File: src/rtl/dmem_pkg.sv
// Shared types and constants for the data-memory bridge and related bus bridges.
package dmem_pkg;

  typedef enum logic [1:0] {
    IDLE   = 2'd0,
    REQ    = 2'd1,
    WAIT_R = 2'd2,
    DONE   = 2'd3
  } state_t;

  localparam int ADDR_W = 32;
  localparam int DATA_W = 32;
  localparam int BE_W   = 4;

  localparam logic [BE_W-1:0] BE_WORD = 4'b1111;

endpackage

File: src/rtl/dmem_bridge_if.sv
// Request/grant/rvalid data-memory bus; master is the bridge, slave is the RAM or fabric.
interface dmem_bridge_if;
  import dmem_pkg::*;

  logic              bus_req;
  logic              bus_we;
  logic [ADDR_W-1:0] bus_addr;
  logic [BE_W-1:0]   bus_be;
  logic [DATA_W-1:0] bus_wdata;
  logic              bus_gnt;
  logic              bus_rvalid;
  logic [DATA_W-1:0] bus_rdata;
  logic              bus_err;

  modport master (
    output bus_req, bus_we, bus_addr, bus_be, bus_wdata,
    input  bus_gnt, bus_rvalid, bus_rdata, bus_err
  );

  modport slave (
    input  bus_req, bus_we, bus_addr, bus_be, bus_wdata,
    output bus_gnt, bus_rvalid, bus_rdata, bus_err
  );

endinterface

File: src/rtl/dmem_bridge_rd_align.sv
// Right-aligns a read word by a byte offset so sub-word loads land on bit 0.
module rd_align
  import dmem_pkg::*;
(
  input  logic [DATA_W-1:0] data,
  input  logic [1:0]        offset,
  output logic [DATA_W-1:0] aligned
);

  assign aligned = data >> {offset, 3'b000};

endmodule

File: src/rtl/dmem_bridge.sv
// Runs the memory-stage load/store on the req/gnt/rvalid bus and stalls the
// pipeline until the access completes, errors or times out.
module dmem_bridge
  import dmem_pkg::*;
#(
  parameter int TIMEOUT_CYCLES = 255
) (
  input  logic              clk,
  input  logic              rstn,
  input  logic [ADDR_W-1:0] data_addr,
  input  logic [BE_W-1:0]   dmem_wr,
  input  logic [DATA_W-1:0] datamem_wr_o,
  input  logic              ld_req,
  output logic              stall_o,
  output logic [DATA_W-1:0] datamem_rd_in,
  output logic              dmem_err,
  dmem_bridge_if.master     bus
);

  localparam int CNT_W = $clog2(TIMEOUT_CYCLES + 1);
  localparam logic [CNT_W-1:0] CNT_LAST = CNT_W'(TIMEOUT_CYCLES - 1);

  state_t            state;
  state_t            next_state;
  logic [CNT_W-1:0]  cnt;
  logic [1:0]        byte_off;
  logic [DATA_W-1:0] rd_aligned;

  logic              req_q;
  logic              we_q;
  logic [ADDR_W-1:0] addr_q;
  logic [BE_W-1:0]   be_q;
  logic [DATA_W-1:0] wdata_q;

  logic is_store;
  logic access;
  logic timed_out;
  logic rd_capture;
  logic abort;
  logic fin_err;

  assign is_store  = |dmem_wr;
  assign access    = is_store | ld_req;
  assign timed_out = (cnt >= CNT_LAST);

  assign bus.bus_req   = req_q;
  assign bus.bus_we    = we_q;
  assign bus.bus_addr  = addr_q;
  assign bus.bus_be    = be_q;
  assign bus.bus_wdata = wdata_q;

  assign stall_o = rstn & (((state == IDLE) & access) | (state == REQ) | (state == WAIT_R));

  rd_align u_rd_align (
    .data    (bus.bus_rdata),
    .offset  (byte_off),
    .aligned (rd_aligned)
  );

  always_ff @(posedge clk) begin
    if (!rstn) state <= IDLE;
    else       state <= next_state;
  end

  // A completion seen in the same cycle as the timeout limit wins over the abort.
  always_comb begin
    next_state = state;
    rd_capture = 1'b0;
    abort      = 1'b0;
    fin_err    = 1'b0;
    case (state)
      IDLE: begin
        if (access) next_state = REQ;
      end
      REQ: begin
        if (bus.bus_gnt) begin
          if (we_q) begin
            next_state = DONE;
            fin_err    = bus.bus_err;
          end else begin
            next_state = WAIT_R;
          end
        end else if (timed_out) begin
          next_state = DONE;
          abort      = 1'b1;
          fin_err    = 1'b1;
        end
      end
      WAIT_R: begin
        if (bus.bus_rvalid) begin
          next_state = DONE;
          rd_capture = 1'b1;
          fin_err    = bus.bus_err;
        end else if (timed_out) begin
          next_state = DONE;
          abort      = 1'b1;
          fin_err    = 1'b1;
        end
      end
      DONE: begin
        next_state = IDLE;
      end
      default: begin
        next_state = IDLE;
      end
    endcase
  end

  always_ff @(posedge clk) begin
    if (!rstn) begin
      req_q         <= 1'b0;
      we_q          <= 1'b0;
      addr_q        <= '0;
      be_q          <= '0;
      wdata_q       <= '0;
      byte_off      <= 2'b00;
      cnt           <= '0;
      datamem_rd_in <= '0;
      dmem_err      <= 1'b0;
    end else begin
      dmem_err <= fin_err;
      if ((state == IDLE) && access) begin
        req_q    <= 1'b1;
        we_q     <= is_store;
        addr_q   <= {data_addr[ADDR_W-1:2], 2'b00};
        be_q     <= is_store ? dmem_wr : BE_WORD;
        wdata_q  <= datamem_wr_o;
        byte_off <= data_addr[1:0];
        cnt      <= '0;
      end else if ((state == REQ) || (state == WAIT_R)) begin
        cnt <= cnt + CNT_W'(1);
      end
      if ((state == REQ) && (bus.bus_gnt || abort)) req_q <= 1'b0;
      // Alignment uses the offset latched at request time, not the live address.
      if (rd_capture)  datamem_rd_in <= bus.bus_err ? '0 : rd_aligned;
      else if (abort)  datamem_rd_in <= '0;
    end
  end

endmodule
File: src/flat_wrapper.sv
// flat-port wrapper written by rule: the top's interface ports become plain ports
module dmem_bridge_flat import dmem_pkg::*;
#(
  parameter int TIMEOUT_CYCLES = 255
)
  (clk, rstn, data_addr, dmem_wr, datamem_wr_o, ld_req, stall_o, datamem_rd_in, dmem_err, bus_bus_req, bus_bus_we, bus_bus_addr, bus_bus_be, bus_bus_wdata, bus_bus_gnt, bus_bus_rvalid, bus_bus_rdata, bus_bus_err);
  dmem_bridge_if bus_i ();
  input  logic clk;
  input  logic rstn;
  input  logic [ADDR_W-1:0] data_addr;
  input  logic [BE_W-1:0] dmem_wr;
  input  logic [DATA_W-1:0] datamem_wr_o;
  input  logic ld_req;
  output logic stall_o;
  output logic [DATA_W-1:0] datamem_rd_in;
  output logic dmem_err;
  output wire logic [$bits(bus_i.bus_req)-1:0] bus_bus_req;
  output wire logic [$bits(bus_i.bus_we)-1:0] bus_bus_we;
  output wire logic [$bits(bus_i.bus_addr)-1:0] bus_bus_addr;
  output wire logic [$bits(bus_i.bus_be)-1:0] bus_bus_be;
  output wire logic [$bits(bus_i.bus_wdata)-1:0] bus_bus_wdata;
  input wire logic [$bits(bus_i.bus_gnt)-1:0] bus_bus_gnt;
  input wire logic [$bits(bus_i.bus_rvalid)-1:0] bus_bus_rvalid;
  input wire logic [$bits(bus_i.bus_rdata)-1:0] bus_bus_rdata;
  input wire logic [$bits(bus_i.bus_err)-1:0] bus_bus_err;
  assign bus_bus_req = bus_i.bus_req;
  assign bus_bus_we = bus_i.bus_we;
  assign bus_bus_addr = bus_i.bus_addr;
  assign bus_bus_be = bus_i.bus_be;
  assign bus_bus_wdata = bus_i.bus_wdata;
  assign bus_i.bus_gnt = bus_bus_gnt;
  assign bus_i.bus_rvalid = bus_bus_rvalid;
  assign bus_i.bus_rdata = bus_bus_rdata;
  assign bus_i.bus_err = bus_bus_err;
  dmem_bridge #(.TIMEOUT_CYCLES(TIMEOUT_CYCLES)) u_core (.clk(clk), .rstn(rstn), .data_addr(data_addr), .dmem_wr(dmem_wr), .datamem_wr_o(datamem_wr_o), .ld_req(ld_req), .stall_o(stall_o), .datamem_rd_in(datamem_rd_in), .dmem_err(dmem_err), .bus(bus_i));
endmodule
File: config.mk
export PLATFORM = sky130hd
export DESIGN_NAME = dmem_bridge_flat
export DESIGN_NICKNAME = d
export VERILOG_FILES = /design/src/rtl/dmem_pkg.sv /design/src/rtl/dmem_bridge_if.sv /design/src/rtl/dmem_bridge_rd_align.sv /design/src/rtl/dmem_bridge.sv /design/src/flat_wrapper.sv
export SDC_FILE = /design/constraint.sdc
export NUM_CORES = 1
export LEC_CHECK = 0
export CAP_MARGIN = 30
export CELL_PAD_IN_SITES_DETAIL_PLACEMENT = 1
export CELL_PAD_IN_SITES_GLOBAL_PLACEMENT = 2
export CORE_ASPECT_RATIO = 1.4
export CORE_MARGIN = 1.5
export CORE_UTILIZATION = 36
export CTS_BUF_LIST = sky130_fd_sc_hd__clkbuf_8
export DETAILED_ROUTE_END_ITERATION = 12
export DONT_BUFFER_PORTS = 1
export PLACE_DENSITY = 0.79
export SYNTH_ARGS = -nofsm -noshare
export SYNTH_HDL_FRONTEND = slang
export SYNTH_HIERARCHICAL = 1
export SYNTH_SLANG_ARGS = --single-unit
File: constraint.sdc
create_clock -name clk -period 2.2 [get_ports clk]
set_input_delay 0.22 -clock clk [delete_from_list [all_inputs] [get_ports clk]]
set_output_delay 0.22 -clock clk [all_outputs]
set_load 0.03 [all_outputs]
==> summary.txt <==
status: completed
hold slack: 0.0392 ns
Initial Utilization: 0.366
Max Root-Sink Buffers: 2
WP buf/inv: 1
io pins: 210
post-synthesis compound-gate area fraction: 0.108
max-cap violations: 0
Core Region: 0.0128 sq mm
PD cells: 981 mW/mm^2
Clock Latency Late Sink: 0.43 ns
Reg-to-Reg Start: u_core/state[1]
Arrival @ worst endpoint: 1.83 ns
Final Skew: 0.0166 ns
Non-Filler Instances: 771
commonest register cell after synthesis: dfxtp_1
Hold Violations, Final: 0
commonest non-fill, non-tap cell in the layout: nand3_1
hold_sp: bus_bus_rdata[30]
Yosys cell types: 41
Comb pwr share: 0.201
Setup crit start kind: flop
initial antenna violation count: 0
mux cell area share after synthesis: 0.0686
sw frac: 0.355
largest family of logic cells by synthesized area: simple AND/OR/NAND/NOR gates
Final Cycle Share: 0.934
Post-Route WL: 15200 um
area grow syn2layout: 32.6%
maximum vdd drop: 0.441 mV
Post-layout nets: 717
most frequent cells in the layout: nand3_1 (131), dfxtp_1 (113), dlygate4sd3_1 (104)
Num CTS Buffers: 17
DRT iter0 DRCs: 74
EDFF count, synth: 0
dpl hpwl: 8910 um
CTS HTree Levels: 4
syn avg cell area: 8.97 sq um
remaining antenna violation count: 0
FF-to-FF setup slack: 0.22 ns
die area: 0.0137 sq mm
gr ovfl total: 0
Setup crit start: u_core/state[0]
Total Neg Setup Slack: 0 ns
sw power: 2.16 mW
CTS Sinks: 113
num rows: 49
Pint: 3.92 mW
dpl cells: 634
Cells after Synth: 521
Worst Path Max Fanout: 8
CP peak stage delay: 0.38 ns
via density per instance: 5.46
vias in the first global route: 4402
RSZ-0062 raised after global routing: no
first-pass GRT wire length: 22600 um
Critical Path, Cell by Cell: inv_1 -> ha_2 -> o21a_2 -> o31a_1
DRT Pass-1 Iters: 4
fmax: 487 MHz
Seq/Total Area, Yosys: 0.484
min-delay worst type: in -> reg
Synth Area in Simple Gates: 0.249
Top delay family on crit path: compound AO/OA/AOI/OAI gates
Post-Syn Area: 0.00467 sq mm
Synth Area in Adders: 0.0134
Clk pwr share: 0.326
Synth async-reset ratio: 0
Seq pwr share: 0.473
pin count of the biggest net entering global routing: 104
# diodes: 0
Crit. End Element: output port
Setup violations, final: 0
number of port buffers: 0
Chip Width: 99.3 um
FILL cells: 1431
Clk pin slew, worst setup/hold paths: 0.07 ns
static leakage: 2.54 nW
Slew headroom: 0.646
Placer Congestion: 0.775
DR DRC count: 0
DR WL/cell: 19.7 um
CTS tree: built
All-Layer GR Usage: 0.213
post-route cell area: 0.00620 sq mm
DR vias: 4211
flop and latch count out of synthesis: 113
DP Area: 0.00471 sq mm
Slowest-stage cell, CP: o31a_1
type of the worst setup path: reg -> out
share of cells above drive strength 1: 0.0728
Synth warnings: 6
critical path required time: 1.98 ns
Tmin final: 2.05 ns
post-CTS setup buffers: 0
Root Driver: clkbuf_8
Post-Synth XOR/XNOR Area: 0.0131
Pins Over Slew Limit: 0
Die H: 138 um
slew at the pin with the worst max-slew slack: 0.530 ns
-- power groups by stage --
stage / logic, mW / registers [mW] / clock network [mW]
CTS: 1.16 / 2.87 / 2.04
floorplan: 0.842 / 2.85 / 0
global route: 1.34 / 2.90 / 2.15
finish: 1.22 / 2.87 / 1.98
global placement: 0.911 / 2.91 / 0
detailed placement: 0.956 / 2.92 / 0
-- Yosys cell counts (all sizes together) (3+ instances only) --
master   number  area (sq um)
a22o         32           280
xor2          4          35.0
nand2        78           293
nand4         3          18.8
clkbuf       20          75.1
and2          8          50.1
buf          28           195
mux2i        32           320
dfxtp       113          2260
xnor2         3          26.3
nor2         24          90.1
ha            5          62.6
o221a         4          45.0
nand3       131           656
o2bb2ai       7          61.3
inv           6          22.5
-- per-stage QoR --
step                power [mW]   util  setup slack [ns]
floorplan                 3.69      -             0.435
global placement          3.82  0.369             0.513
detailed placement        3.87  0.369             0.415
CTS                       6.08  0.484           0.00832
global route              6.40  0.486            0.0137
finish                    6.08  0.486             0.145
-- logic make-up after synthesis --
group,after synthesis
simple gates,250
flops,113
compound gates,59
buf+inv,54
mux,32
xor+xnor,7
fa+ha+maj,5
other cells,1
-- final cells by class --
| cell class | instances | area, sq um | share of cell area |
|---|---|---|---|
| Clock buffer | 18 | 248 | 0.0400 |
| Clock inverter | 13 | 146 | 0.0236 |
| Inverter | 6 | 22.5 | 0.00363 |
| Multi-Input combinational cell | 355 | 2140 | 0.346 |
| Sequential cell | 113 | 2260 | 0.365 |
| Tap cell | 153 | 191 | 0.0309 |
| Timing Repair Buffer | 113 | 1180 | 0.191 |
-- worst paths after layout --
kind	to	depth (start not counted)
setup / recovery	stall_o	4
hold reg to reg	u_core/cnt[6]	2
setup reg to reg	u_core/bus.bus_we	7
hold / removal	u_core/datamem_rd_in[14]	2
-- per-layer routing --
layer / vias to the layer above / part of all wire / GRT usage
li1: 1996 / - / -
met1: 2010 / 0.37 / 0.222
met2: 174 / 0.52 / 0.371
met3: 31 / 0.079 / 0.0863
met4: 0 / 0.027 / 0.101
met5: - / 0 / 0
-- registers in the layout, summed over array words and instances, names as in the netlist --
register	cells
u_core/bus.bus_be	4
u_core/bus.bus_we	1
u_core/dmem_err	1
u_core/bus.bus_req	1
u_core/bus.bus_addr	30
u_core/state	2
u_core/cnt	8
u_core/datamem_rd_in	32
u_core/byte_off	2
u_core/bus.bus_wdata	32
-- worst register-to-register path, stage by stage (launching register included) --
cell and delay (ns):
dfxtp_1 0.39, inv_1 0.10, ha_2 0.24, o21ai_4 0.13
buf_12 0.25, nand2_1 0.09, a21boi_0 0.17, dlygate4sd3_1 0.56
-- timing repair --
action | 4_1_cts | 5_1_grt
hold buffers | 105 | 0
hold endpoints to repair | 74 | 0
endpoints found under the setup margin | 0 | 3
resized for setup | 0 | 1
No activity file was read; power rests on OpenSTA's default activity.
